<file path="config.mk">
export PLATFORM = sky130hd
export DESIGN_NAME = fetch_stage_flat
export DESIGN_NICKNAME = d
export VERILOG_FILES = /design/src/rtl/fetch_stage_pkg.sv /design/src/rtl/fetch_stage_if.sv /design/src/rtl/fetch_stage_fifo.sv /design/src/rtl/fetch_stage.sv /design/src/flat_wrapper.sv
export SDC_FILE = /design/constraint.sdc
export NUM_CORES = 1
export LEC_CHECK = 0
export ABC_AREA = 0
export CAP_MARGIN = 5
export CELL_PAD_IN_SITES_DETAIL_PLACEMENT = 1
export CELL_PAD_IN_SITES_GLOBAL_PLACEMENT = 2
export CORE_MARGIN = 3
export CORE_UTILIZATION = 41
export CTS_CLUSTER_SIZE = 16
export DETAILED_ROUTE_END_ITERATION = 7
export MAX_ROUTING_LAYER = met4
export PLACE_DENSITY = 0.76
export SLEW_MARGIN = 25
export SYNTH_ARGS = -nofsm -noshare
export SYNTH_HDL_FRONTEND = slang
export SYNTH_SLANG_ARGS = --single-unit
</file>
<file path="constraint.sdc">
create_clock -name clk -period 3.8 [get_ports clk]
set_input_delay 0.38 -clock clk [delete_from_list [all_inputs] [get_ports clk]]
set_output_delay 0.38 -clock clk [all_outputs]
set_load 0.05 [all_outputs]
</file>
<file path="src/rtl/fetch_stage_pkg.sv">
// Shared widths, constants and the fetch-buffer entry type for the instruction-fetch stage.
package fetch_stage_pkg;

    localparam int unsigned XLEN    = 32;
    localparam int unsigned INST_W  = 32;
    localparam int unsigned ENTRY_W = XLEN + INST_W;

    localparam logic [XLEN-1:0]   RESET_PC_DEFAULT = 32'h0000_0000;
    localparam logic [INST_W-1:0] NOP_INST         = 32'h0000_0013;

    typedef struct packed {
        logic [XLEN-1:0]   pc;
        logic [INST_W-1:0] inst;
    } fetch_entry_t;

endpackage

</file>
<file path="src/rtl/fetch_stage_if.sv">
// ICache, EX redirect and IF/ID handshake signals seen by the fetch stage.
interface fetch_stage_if;
    import fetch_stage_pkg::*;

    logic [XLEN-1:0]   Addr;
    logic [INST_W-1:0] Inst;
    logic              IStall;
    logic              Redirect;
    logic [XLEN-1:0]   RedirectPC;
    logic              DecodeReady;
    logic              IFValid;
    logic [INST_W-1:0] IFInst;
    logic [XLEN-1:0]   IFPC;

    modport master (
        output Addr, IFValid, IFInst, IFPC,
        input  Inst, IStall, Redirect, RedirectPC, DecodeReady
    );

    modport slave (
        input  Addr, IFValid, IFInst, IFPC,
        output Inst, IStall, Redirect, RedirectPC, DecodeReady
    );

endinterface

</file>
<file path="src/rtl/fetch_stage_fifo.sv">
// Synchronous FIFO with single-cycle flush; push and pop in one cycle are both honoured.
module fetch_stage_fifo #(
    parameter int unsigned WIDTH = 64,
    parameter int unsigned DEPTH = 4,
    localparam int unsigned PW = $clog2(DEPTH),
    localparam int unsigned CW = PW + 1
) (
    input  logic             clk,
    input  logic             rst,
    input  logic             push,
    input  logic             pop,
    input  logic             flush,
    input  logic [WIDTH-1:0] wdata,
    output logic [WIDTH-1:0] rdata,
    output logic             full,
    output logic             empty,
    output logic [CW-1:0]    count
);

    logic [WIDTH-1:0] mem [DEPTH];
    logic [PW-1:0]    wr_ptr;
    logic [PW-1:0]    rd_ptr;
    logic             do_pop;

    assign empty  = (count == '0);
    assign full   = (count == CW'(DEPTH));
    assign rdata  = mem[rd_ptr];
    assign do_pop = pop && !empty;

    // Pointers wrap naturally because DEPTH is a power of two.
    always_ff @(posedge clk) begin
        if (!rst || flush) begin
            wr_ptr <= '0;
            rd_ptr <= '0;
            count  <= '0;
        end else begin
            if (push) begin
                wr_ptr <= wr_ptr + PW'(1);
            end
            if (do_pop) begin
                rd_ptr <= rd_ptr + PW'(1);
            end
            count <= count + CW'(push) - CW'(do_pop);
        end
    end

    always_ff @(posedge clk) begin
        if (rst && !flush && push) begin
            mem[wr_ptr] <= wdata;
        end
    end

endmodule

</file>
<file path="src/rtl/fetch_stage.sv">
// Instruction-fetch stage: owns the PC, drives ICache.Addr, pairs responses with their PC
// and buffers them for decode; EX redirects flush all wrong-path work.
module fetch_stage
    import fetch_stage_pkg::*;
#(
    parameter logic [XLEN-1:0] RESET_PC  = RESET_PC_DEFAULT,
    parameter int unsigned     BUF_DEPTH = 4
) (
    input  logic           clk,
    input  logic           rst,
    fetch_stage_if.master  bus
);

    localparam int unsigned CW = $clog2(BUF_DEPTH) + 1;

    logic [XLEN-1:0] fetch_pc;
    logic [XLEN-1:0] inflight_pc;
    logic            inflight_valid;

    logic [CW-1:0]   buf_count;
    logic            buf_full;
    logic            buf_empty;
    fetch_entry_t    push_entry;
    fetch_entry_t    head_entry;

    logic [CW:0]     occupancy_c;
    logic            issue_c;
    logic            push_c;
    logic            pop_c;

    // Issue only if the buffer can absorb everything already in flight plus this request.
    always_comb begin
        occupancy_c = (CW+1)'(buf_count) + (CW+1)'(inflight_valid);
        issue_c     = !bus.Redirect && (occupancy_c < (CW+1)'(BUF_DEPTH));
        push_c      = inflight_valid && !bus.IStall && !bus.Redirect && !buf_full;
        pop_c       = !buf_empty && bus.DecodeReady;
        push_entry  = '{pc: inflight_pc, inst: bus.Inst};
    end

    // ICache samples Addr during refill, so it must stay on the in-flight address while stalled.
    assign bus.Addr = bus.IStall ? inflight_pc : fetch_pc;

    always_ff @(posedge clk) begin
        if (!rst) begin
            fetch_pc       <= RESET_PC;
            inflight_pc    <= RESET_PC;
            inflight_valid <= 1'b0;
        end else if (bus.Redirect) begin
            fetch_pc       <= bus.RedirectPC & ~XLEN'(3);
            inflight_valid <= 1'b0;
            if (!bus.IStall) begin
                inflight_pc <= fetch_pc;
            end
        end else if (!bus.IStall) begin
            inflight_pc    <= fetch_pc;
            inflight_valid <= issue_c;
            if (issue_c) begin
                fetch_pc <= fetch_pc + XLEN'(4);
            end
        end
    end

    fetch_stage_fifo #(
        .WIDTH (ENTRY_W),
        .DEPTH (BUF_DEPTH)
    ) u_fifo (
        .clk   (clk),
        .rst   (rst),
        .push  (push_c),
        .pop   (pop_c),
        .flush (bus.Redirect),
        .wdata (push_entry),
        .rdata (head_entry),
        .full  (buf_full),
        .empty (buf_empty),
        .count (buf_count)
    );

    assign bus.IFValid = !buf_empty;
    assign bus.IFInst  = buf_empty ? NOP_INST : head_entry.inst;
    assign bus.IFPC    = buf_empty ? '0 : head_entry.pc;

endmodule

</file>
<file path="src/flat_wrapper.sv">
// flat-port wrapper written by rule: the top's interface ports become plain ports
module fetch_stage_flat import fetch_stage_pkg::*;
#(
    parameter logic [XLEN-1:0] RESET_PC  = RESET_PC_DEFAULT,
    parameter int unsigned     BUF_DEPTH = 4
)
  (clk, rst, bus_Addr, bus_IFValid, bus_IFInst, bus_IFPC, bus_Inst, bus_IStall, bus_Redirect, bus_RedirectPC, bus_DecodeReady);
  fetch_stage_if bus_i ();
  input  logic clk;
  input  logic rst;
  output wire logic [$bits(bus_i.Addr)-1:0] bus_Addr;
  output wire logic [$bits(bus_i.IFValid)-1:0] bus_IFValid;
  output wire logic [$bits(bus_i.IFInst)-1:0] bus_IFInst;
  output wire logic [$bits(bus_i.IFPC)-1:0] bus_IFPC;
  input wire logic [$bits(bus_i.Inst)-1:0] bus_Inst;
  input wire logic [$bits(bus_i.IStall)-1:0] bus_IStall;
  input wire logic [$bits(bus_i.Redirect)-1:0] bus_Redirect;
  input wire logic [$bits(bus_i.RedirectPC)-1:0] bus_RedirectPC;
  input wire logic [$bits(bus_i.DecodeReady)-1:0] bus_DecodeReady;
  assign bus_Addr = bus_i.Addr;
  assign bus_IFValid = bus_i.IFValid;
  assign bus_IFInst = bus_i.IFInst;
  assign bus_IFPC = bus_i.IFPC;
  assign bus_i.Inst = bus_Inst;
  assign bus_i.IStall = bus_IStall;
  assign bus_i.Redirect = bus_Redirect;
  assign bus_i.RedirectPC = bus_RedirectPC;
  assign bus_i.DecodeReady = bus_DecodeReady;
  fetch_stage #(.RESET_PC(RESET_PC), .BUF_DEPTH(BUF_DEPTH)) u_core (.clk(clk), .rst(rst), .bus(bus_i));
endmodule
</file>
# Word-level counts from Yosys, hierarchy flattened
# Memory sizes are Yosys's and may differ from the RTL's. A register that Yosys moved wholly into a read port is not among the register bits.
# Index checks and enable logic that the tools add are counted.
dict set report word_totals {
  reg_bits 72
  latchBits 0
  ramBits 256
  romBits 0
  input_bits 69
  output_inout_bits 97
  word_cells 48
  memories 1
}
# name depth word_bits read_ports rd_ports_with_merged_regs write_ports line_no
set mem_list {}
lappend mem_list {u_core.u_fifo.mem 4 64 1 1 1 fetch_stage_fifo.sv:20} ;# logic [WIDTH-1:0] mem [DEPTH];
dict set report classes {
  add_sub_neg 6
  mul 0
  n_div 0
  n_lt_le_gt_ge 1
  n_eq_ne 2
  shifts 0
  muxes 10
  bitwise 2
  n_reduce_logical 19
}
# operator n
set op_table {}
lappend op_table {{32-bit two-way mux} 6}
lappend op_table {{32-bit by 3-bit adder with 32-bit output, second input constant} 1}
lappend op_table {{1-bit logical AND} 8}
lappend op_table {{1-bit zero test} 5}
lappend op_table {{2-bit by 1-bit adder with 2-bit output, second input constant} 2}
lappend op_table {{3-bit by 1-bit adder with 4-bit output} 1}
lappend op_table {{4-bit by 3-bit < comparator with 1-bit output, second input constant} 1}
lappend op_table {{2-bit two-way mux} 2}
lappend op_table {{2-bit AND reduction} 2}
lappend op_table {{3-bit by 1-bit adder with 3-bit output} 1}
lappend op_table {{3-bit == test, second input constant} 1}
lappend op_table {{3-bit zero test} 1}
lappend op_table {{3-bit by 1-bit subtractor with 3-bit output} 1}
lappend op_table {{1-bit two-way mux} 2}
lappend op_table {{2-bit by 1-bit inequality test with 1-bit output, second input constant} 1}
lappend op_table {{1-bit NOT} 2}
lappend op_table {{2-bit nonzero test} 1}
lappend op_table {{2-bit OR reduction} 1}
lappend op_table {{1-bit logical OR} 1}

# Logic depth before layout (Yosys ltp)
# Gate-level depths: netlist of the first run.
dict set report depth {
  depth_word 7
  ltp_mapped 10
  ltp_nobuf 10
}

# Cells and area by module
# A second synthesis of the first run with hierarchy kept.
dict set report unflattened {
  hier_cells 808
  area_unflattened_um2 13465.4
}
# mod n_inst cells_each area_each_um2 seq_area_each_um2
set by_module_without_submodules {}
lappend by_module_without_submodules {fetch_stage_fifo 1 380 9796.9 7867.5}
lappend by_module_without_submodules {fetch_stage 1 428 3668.5 1261.2}

# Least setup slack after synthesis of the first run
# No wires, ideal clock.
dict set report synth_path {
  kind {input-to-reg}
  startpoint {input port bus_IStall}
  endpoint {memory u_core.u_fifo.mem[0][0] (enable)}
  setup_time_ps 429
  arrival_ps 2541
  t_required_ps 3371
  path_slack_ps 830
  path_stages 6
  path_buffers 1
  cell_sequence {buf_6 -> nor2_1 -> and3_1 -> inv_1 -> nor2_1 -> and2_1}
}
dict set report synth_between {
  elab_chain_cells 7
}
# item line_no
set synth_lines {}
lappend synth_lines {{start, declared} flat_wrapper.sv:16} ;# input wire logic [$bits(bus_i.IStall)-1:0] bus_IStall;
lappend synth_lines {{1-bit zero test} fetch_stage.sv:35} ;# push_c = inflight_valid && !bus.IStall && !bus.Redirect && !buf_full;
lappend synth_lines {{1-bit logical AND (3 in series)} fetch_stage.sv:35}
lappend synth_lines {{1-bit logical AND} fetch_stage_fifo.sv:48} ;# if (rst && !flush && push) begin
lappend synth_lines {{1-bit two-way mux} fetch_stage_fifo.sv:48}
lappend synth_lines {{1-bit two-way mux (not written as such)} fetch_stage_fifo.sv:49} ;# mem[wr_ptr] <= wdata;
lappend synth_lines {{end, declared} fetch_stage_fifo.sv:20}
# Every way passes these cells.

==> results of run 1 <==
worst reg2reg max path: stages, from the launching register on:
cell and delay [ps]:
dfxtp_1 380, nor3_2 490, inv_2 360, and2_1 330
ha_1 280, inv_1 40, ha_1 180, fa_1 370
xor2_1 170, nor2_1 50
per-layer routing:
layer / vias to the layer above / GRT usage
met5: - / -
met4: 0 / 0.0375
met3: 35 / 0.0322
met2: 173 / 0.283
met1: 3498 / 0.227
li1: 3278 / -
metrics by stage:
stage          setup WS, ps  utilization  hold WS, ps
2_1_floorplan           830            -          455
3_3_place_gp            628        0.485          473
3_5_place_dp            611        0.485          491
4_1_cts                79.4        0.520          394
5_1_grt                 230        0.521          430
6_report                441        0.521          417
state kept, by name (all words and copies together), names as in the netlist, named ones only:
name,count
u_core.fetch_pc,30
u_core.u_fifo.count,3
u_core.inflight_pc,32
u_core.u_fifo.rd_ptr,2
u_core.inflight_valid,1
u_core.u_fifo.mem,256
u_core.u_fifo.wr_ptr,2
final cells by class:
type / count / area share
Sequential cell: 328 / 0.555
Multi-Input combinational cell: 383 / 0.234
Timing Repair Buffer: 180 / 0.111
Clock buffer: 43 / 0.0576
Tap cell: 402 / 0.0305
Clock inverter: 21 / 0.0107
Inverter: 8 / 0.00182
Antenna cell: 1 / 0.000152
worst min-delay path by stage:
stage | endpoint | slack (ps) | depth (start not counted)
4_1_cts | u_core.u_fifo.wr_ptr[1]$_SDFFE_PP0P_ | 390 | 3
6_report | u_core.u_fifo.wr_ptr[1]$_SDFFE_PP0P_ | 420 | 3
5_1_grt | flip-flop | 430 | 3
3_3_place_gp | u_core.u_fifo.mem[2][41]$_DFFE_PP_ | 470 | 0
2_1_floorplan | u_core.u_fifo.mem[0][34]$_DFFE_PP_ | 450 | 0
3_5_place_dp | u_core.u_fifo.mem[1][54]$_DFFE_PP_ | 490 | 0
power by group through the flow:
stage                     registers [mW]  logic [mW]  clock network (mW)
final                               3.95       0.473                3.30
after global routing                3.96       0.504                3.58
after CTS                           3.95       0.480                3.41
after detailed placement            4.03       0.477                   0
after global placement              4.02       0.471                   0
after floorplan                     4.01       0.281                   0
layout by cell type, fill, tap and decap left out, types with 12 or more instances in the layout:
| cell type | Yosys | layout |
|---|---|---|
| o21ai_0 | 28 | 28 |
| mux2_2 | 30 | 30 |
| xnor2_1 | 31 | 31 |
| nor2_1 | 12 | 12 |
| and2_1 | 99 | 95 |
| a21oi_1 | 31 | 31 |
| edfxtp_1 | 256 | 256 |
| nand2_1 | 12 | 12 |
| mux4_2 | 64 | 64 |
| clkbuf_16 | 0 | 37 |
| clkdlybuf4s50_1 | 0 | 161 |
| dfxtp_1 | 72 | 70 |
cells by family after synthesis:
group,count (synthesis),synth area share
compound gates,62,0.0241
simple gates,184,0.0995
fa+ha+maj,9,0.00912
buf+inv,49,0.0166
xor+xnor,33,0.0219
flops,328,0.693
mux,95,0.136
==> results.toml, run 1 <==
[flow_run]
cap_viol_max_count = 0

[global_route]
grt_pass1_vias = 7599
grt_pass1_wl_um = 44100
grt_use_total = 0.172
grt_overflow_total = 0
grt_max_degree = 65
antenna_found_initial = 1

[routing]
wl_um = 28500
drt-vias-per-instance = 5.11
drt_first_pass_iters = 4
drt_iter0_markers = 366
dr_wl_met3_um = 1330
route.met2.wl_um = 13900
vias = 6984
route.top_layer_used = "met4"
m1WireLength_um = 12800
postRouteAntennaNets = 0
drc = 0
routedWlPerCell_um = 20.9

[setup_path]
r2r-end = "u_core.u_fifo.count[2]$_SDFF_PP0_"
worst_setup_path_end_kind = "primary output"
crit_arrival_ps = 2980
r2r_cells = 9
crit_fanout = 22
cpPeakStageDelay_ps = 690
crit_family = "buffers and inverters"
r2r-start = "u_core.u_fifo.count[2]$_SDFF_PP0_"
path_depth = 4
setup.worst_path.start_class = "flip-flop"
crit_chain = "buf_4 -> mux4_2 -> and2_1 -> clkdlybuf4s50_1"
critPathBufInv = 2
path_class = "flip-flop to primary output"
cp_slowest_cell = "clkdlybuf4s50_1"
endpoint = "bus_IFPC[15]"
r2r_setup_slack_ps = 1010
worstPathRequired_ps = 3420

[synthesis]
yosysSeqAreaShare = 0.693
synth_top_cell_area_share = 0.583
synth_commonest_cells = "edfxtp_1 (256), and2_1 (99), dfxtp_1 (72)"
syn_area_um2 = 13200
avgSynthCellArea_um2 = 17.3
synth_cells = 760
async_flop_share = 0
ys.flop_type = "edfxtp_1"
yosysMostFrequentCell = "edfxtp_1"
synth_edf_count = 256
synthesis.nets = 838
yosys_register_bits = 328
synth_area_leaders = "edfxtp_1 (58%), dfxtp_1 (11%), mux4_2 (11%)"
post_synth_num_cell_types = 39
yosys.area.top_type = "edfxtp_1"
yosysWarnings = 0

[timing]
rsz0062_at_grt = "false"
setup_viol = 0
tightest_slew_ps = 941
finalCritPeriodShare = 0.884
slew_violations = 0
finalSetupTns_ps = 0
hold_violations = 0
layout_min_cycle_time_ps = 3360
fin_skew_ps = 16.0
timing.slew.headroom = 0.373
max_freq_mhz = 298

[placement]
dpl.cell_count = 1301
placed_area_um2 = 15300
place.gp.congestion = 0.769
hpwl_um = 18600
io_buffers = 163

[power]
swShare = 0.214
power_switching_mw = 1.65
power.density_nw_per_um2 = 469
p_seq_frac = 0.511
power.leakage_nw = 5.22
power_frac_comb = 0.061
pwr-share-clk = 0.427
ir_worst_vdd_mv = 0.248
p_int_mw = 6.08
total_power_mw = 7.73

[layout]
regArea_um2 = 9140
fin_cells = 1366
multi_input_area_um2 = 3850
fin_nets = 1015
drive_gt1_frac = 0.219
fin_area_um2 = 16500
fillers = 2934
area_delta_synth_final_pct = 25.0

[clock_network]
cts_buffer_depth = 3
clock_sinks = 328
cts_inserted_buffers = 36
cts.hold.buffers_added = 0
clk_pin_slew_ps = 60
insertion_delay_ps = 500
tritoncts = "yes"
cts-htree-levels = 2
cts_setup_buffers = 0
clock-root-buffer = "clkbuf_16"
post_cts_resized = 0

[die]
die_w_um = 185
ios = 166
die_y_um = 185
core_um2 = 31600
start_util = 0.416
rows = 65
dieArea_um2 = 34300

[min_path]
hold_start = "rst"
hp-class = "input port to flip-flop"

[outcome]
status = "completed"
Note: power is estimated with default switching activity, not from simulation.
==> run 2, diff against run 1 <==
--- a/config.mk
+++ b/config.mk
@@ -9,7 +9,6 @@
 export CAP_MARGIN = 5
 export CELL_PAD_IN_SITES_DETAIL_PLACEMENT = 1
 export CELL_PAD_IN_SITES_GLOBAL_PLACEMENT = 2
-export CORE_MARGIN = 3
 export CORE_UTILIZATION = 41
 export CTS_CLUSTER_SIZE = 16
 export DETAILED_ROUTE_END_ITERATION = 7
==> results.toml, run 2 (synthesized netlist as in run 1, its figures left out) <==
[outcome]
status = "completed"

[clock_network]
cts-htree-levels = 2
post_cts_resized = 0
clk_pin_slew_ps = 60
cts.hold.buffers_added = 0
clock_sinks = 328
insertion_delay_ps = 510
cts_inserted_buffers = 37
clock-root-buffer = "clkbuf_16"
cts_buffer_depth = 3
cts_setup_buffers = 0
tritoncts = "yes"

[timing]
layout_min_cycle_time_ps = 3340
hold_violations = 0
slew_violations = 0
timing.final.ws_setup_ps = 459
setup_viol = 0
finalCritPeriodShare = 0.879
finalSetupTns_ps = 0
fin_skew_ps = 18.7
timing.slew.headroom = 0.423
rsz0062_at_grt = "false"
max_freq_mhz = 299
tightest_slew_ps = 866
hold-worst-slack_ps = 467

[min_path]
hp-class = "input port to flip-flop"
holdPathEnd = "u_core.fetch_pc[30]$_SDFFE_PN0P_"
hold_start = "bus_RedirectPC[30]"
holdPathStages = 3

[setup_path]
r2r_setup_slack_ps = 900
cpPeakStageDelay_ps = 700
worstPathRequired_ps = 3420
setup.worst_path.start_class = "flip-flop"
path_class = "flip-flop to primary output"
r2r_cells = 9
crit_family = "buffers and inverters"
cp_slowest_cell = "clkdlybuf4s50_1"
r2r-start = "u_core.u_fifo.count[2]$_SDFF_PP0_"
worst_setup_path_end_kind = "primary output"
critPathBufInv = 3
path_depth = 5
crit_chain = "nor3_1 -> inv_2 -> buf_12 -> and2_1 -> clkdlybuf4s50_1"
crit_arrival_ps = 2960
r2r-end = "u_core.u_fifo.count[2]$_SDFF_PP0_"
crit_fanout = 35

[layout]
drive_gt1_frac = 0.220
fin_nets = 1019
reg_top3 = "u_core.u_fifo.mem: 256 flops, u_core.inflight_pc: 32 flops, u_core.fetch_pc: 30 flops"
mostFrequentLayoutCells = "edfxtp_1 (256), clkdlybuf4s50_1 (162), and2_1 (95)"
final_common_cell = "edfxtp_1"
fin_area_um2 = 16500
regMostFlops = "u_core.u_fifo.mem"
area_delta_synth_final_pct = 25.3
largest_reg_flops = 256
n_antenna_cell = 0

[routing]
drt_iter0_markers = 312
drc = 0
routedWlPerCell_um = 19.9
postRouteAntennaNets = 0
drt_first_pass_iters = 4
wl_um = 27400
vias = 7021
drt-vias-per-instance = 5.12

[die]
die_w_um = 181
dieArea_um2 = 32900
start_util = 0.418
rows = 65
core_um2 = 31600
die_y_um = 181
ios = 166

[placement]
place.gp.congestion = 0.723
hpwl_um = 17900
io_buffers = 163
placed_area_um2 = 15400
dp_slack_ps = 804

[power]
power.density_nw_per_um2 = 467
pwr-share-clk = 0.427
p_seq_frac = 0.512
power.leakage_nw = 5.24
power_switching_mw = 1.67
power_frac_comb = 0.061
ir_worst_vdd_mv = 0.225
p_int_mw = 6.04
swShare = 0.217
total_power_mw = 7.71

[global_route]
grt_overflow_total = 0
grt_pass1_vias = 7502
antenna_found_initial = 0
grt_use_total = 0.176
grt_max_degree = 65
grt_pass1_wl_um = 43100

[flow_run]
cap_viol_max_count = 0
## run 2: how the worst max path moves through the flow
stage	start	endpoint	slack [ps]
2_1_floorplan	bus_IStall	u_core.u_fifo.mem[0][0]$_DFFE_PP_	830
3_5_place_dp	u_core.u_fifo.count[2]$_SDFF_PP0_	u_core.u_fifo.count[1]$_SDFF_PP0_	800
5_1_grt	u_core.u_fifo.count[2]$_SDFF_PP0_	bus_IFInst[22]	160
6_report	u_core.u_fifo.count[2]$_SDFF_PP0_	bus_IFInst[22]	460
4_1_cts	u_core.u_fifo.count[2]$_SDFF_PP0_	bus_IFInst[22]	330
3_3_place_gp	u_core.u_fifo.count[2]$_SDFF_PP0_	u_core.u_fifo.count[2]$_SDFF_PP0_	830
## run 2: area by class of cell
class	instances	area, um2
tap	402	503
fill	2968	15000
inverter	8	30.0
sequential	328	9140
clock buffer	52	1050
timing repair buffer	183	1850
multi-input combinational	383	3840
clock inverter	16	87.6
## run 2: layer usage
layer	GRT usage	up-vias	routed length [um]
li1	-	3286	-
met3	0.0256	36	1100
met4	0.0410	0	408
met1	0.243	3531	12800
met5	-	-	0
met2	0.278	168	13000
## run 2: per-stage QoR
stage                     cells  utilization
after floorplan             760            -
after CTS                  1372        0.523
final                      1372        0.523
after global placement     1304        0.487
after detailed placement   1304        0.487
after global routing       1372        0.523
## run 2: power by group through the flow
stage	logic (mW)	clock network (mW)	registers, mW
2_1_floorplan	0.281	0	4.01
3_3_place_gp	0.470	0	4.02
3_5_place_dp	0.474	0	4.03
4_1_cts	0.477	3.39	3.95
5_1_grt	0.502	3.53	3.96
6_report	0.469	3.29	3.95
## run 2: tightest hold or removal path, cell delays in order
cell and delay [ps]:
clkdlybuf4s50_1 400, nand3_1 80, o21ai_1 60
==> run 3, diff against run 2 <==
--- a/config.mk
+++ b/config.mk
@@ -8,8 +8,9 @@
 export ABC_AREA = 0
 export CAP_MARGIN = 5
 export CELL_PAD_IN_SITES_DETAIL_PLACEMENT = 1
-export CELL_PAD_IN_SITES_GLOBAL_PLACEMENT = 2
-export CORE_UTILIZATION = 41
+export CELL_PAD_IN_SITES_GLOBAL_PLACEMENT = 1
+export CORE_UTILIZATION = 47
+export CTS_CLUSTER_DIAMETER = 50
 export CTS_CLUSTER_SIZE = 16
 export DETAILED_ROUTE_END_ITERATION = 7
 export MAX_ROUTING_LAYER = met4
@@ -18,3 +19,4 @@
 export SYNTH_ARGS = -nofsm -noshare
 export SYNTH_HDL_FRONTEND = slang
 export SYNTH_SLANG_ARGS = --single-unit
+export TNS_END_PERCENT = 1
==> results.toml, run 3 (synthesized netlist as in run 1, its figures left out) <==
[outcome]
status = "completed"

[routing]
postRouteAntennaNets = 0
vias = 7192
drt_iter0_markers = 434
drt_first_pass_iters = 6
routedWlPerCell_um = 21.9
drc = 0
wl_um = 29200
drt-vias-per-instance = 5.39

[clock_network]
cts_buffer_depth = 3
cts_inserted_buffers = 35
cts-htree-levels = 2
insertion_delay_ps = 520
cts.hold.buffers_added = 0
clock_sinks = 328
tritoncts = "yes"
clk_pin_slew_ps = 60
cts_setup_buffers = 0
post_cts_resized = 0
clock-root-buffer = "clkbuf_16"

[setup_path]
crit_chain = "nor3_1 -> inv_2 -> buf_4 -> and2_1 -> clkdlybuf4s50_1"
r2r-end = "u_core.u_fifo.count[2]$_SDFF_PP0_"
cp_slowest_cell = "clkdlybuf4s50_1"
crit_arrival_ps = 3230
r2r_setup_slack_ps = 410
crit_fanout = 28
worstPathRequired_ps = 3420
cpPeakStageDelay_ps = 710
r2r-start = "u_core.u_fifo.count[2]$_SDFF_PP0_"
worst_setup_path_end_kind = "primary output"
setup.worst_path.start_class = "flip-flop"
r2r_cells = 10
path_class = "flip-flop to primary output"

[power]
power.leakage_nw = 5.22
power.density_nw_per_um2 = 474
ir_worst_vdd_mv = 0.270

[placement]
hpwl_um = 19100
place.gp.congestion = 0.800
dpl.cell_count = 1273
placed_area_um2 = 15300
io_buffers = 163

[min_path]
holdPathStages = 2
hp-class = "input port to flip-flop"
hold_start = "bus_IStall"
holdPathEnd = "u_core.inflight_pc[0]$_SDFF_PN0_"

[global_route]
antenna_found_initial = 0
grt_overflow_total = 0
busiest_layer = "met2"
grt_max_degree = 65
gr-usage-met3 = 0.0343
use_met2 = 0.359
gr-usage-met1 = 0.285
grt_pass1_vias = 7878
grt_pass1_wl_um = 45500
grt_use_total = 0.218

[timing]
hold-worst-slack_ps = 443
rsz0062_at_grt = "false"
finalCritPeriodShare = 0.949
setup_viol = 0
fin_skew_ps = 16.3
slew_violations = 0
finalSetupTns_ps = 0
max_freq_mhz = 277
tightest_slew_ps = 779
layout_min_cycle_time_ps = 3610
hold_violations = 0
timing.slew.headroom = 0.476

[layout]
regArea_um2 = 9140
area_delta_synth_final_pct = 24.8
mostFrequentLayoutCells = "edfxtp_1 (256), clkdlybuf4s50_1 (162), and2_1 (95)"
final_common_cell = "edfxtp_1"
reg_top3 = "u_core.u_fifo.mem: 256 flops, u_core.inflight_pc: 32 flops, u_core.fetch_pc: 30 flops"
fin_area_um2 = 16400
multi_input_area_um2 = 3840
regMostFlops = "u_core.u_fifo.mem"
fillers = 2483
n_antenna_cell = 0
fin_nets = 1016
drive_gt1_frac = 0.226
largest_reg_flops = 256
fin_cells = 1334

[die]
dieArea_um2 = 28700
start_util = 0.483
die_y_um = 169
core_um2 = 27300
ios = 166
die_w_um = 169
rows = 60

[flow_run]
cap_viol_max_count = 0
run 3: critical path, delay by kind of cell (launching register included):
family	cells	cell delay (ps)
buf+inv	3	1470
flops	1	390
simple gates	2	840
run 3: layout make-up:
class	instances	share of cell area
clock buffer	39	0.0561
clock inverter	22	0.0143
inverter	8	0.00183
multi-input combinational	383	0.234
sequential	328	0.556
tap	372	0.0283
timing repair buffer	182	0.110
run 3: where the power goes:
part / switching, mW / internal [mW]
Sequential: 0.0577 / 3.89
Combinational: 0.276 / 0.201
Clock: 1.47 / 1.89
run 3: worst max-delay path by stage:
stage | start | end | slack [ps]
after floorplan | bus_IStall | u_core.u_fifo.mem[0][0]$_DFFE_PP_ | 830
after global placement | u_core.u_fifo.count[2]$_SDFF_PP0_ | u_core.u_fifo.count[1]$_SDFF_PP0_ | 690
after detailed placement | u_core.u_fifo.count[2]$_SDFF_PP0_ | u_core.u_fifo.count[2]$_SDFF_PP0_ | 510
after CTS | u_core.u_fifo.count[2]$_SDFF_PP0_ | bus_IFInst[6] | 140
after global routing | u_core.u_fifo.count[2]$_SDFF_PP0_ | bus_IFInst[6] | 40
final | u_core.u_fifo.count[2]$_SDFF_PP0_ | bus_IFPC[9] | 190
run 3: stage by stage:
stage | setup slack (ps) | util | total power [mW]
3_3_place_gp | 687 | 0.561 | 4.49
2_1_floorplan | 830 | - | 4.29
4_1_cts | 140 | 0.603 | 7.86
6_report | 194 | 0.603 | 7.79
5_1_grt | 44.2 | 0.603 | 8.00
3_5_place_dp | 506 | 0.561 | 4.50
run 3: layer usage:
layer	share of wire	wire, um
met5	0	0
met4	0.018	534
met3	0.042	1220
met2	0.50	14700
met1	0.44	12800
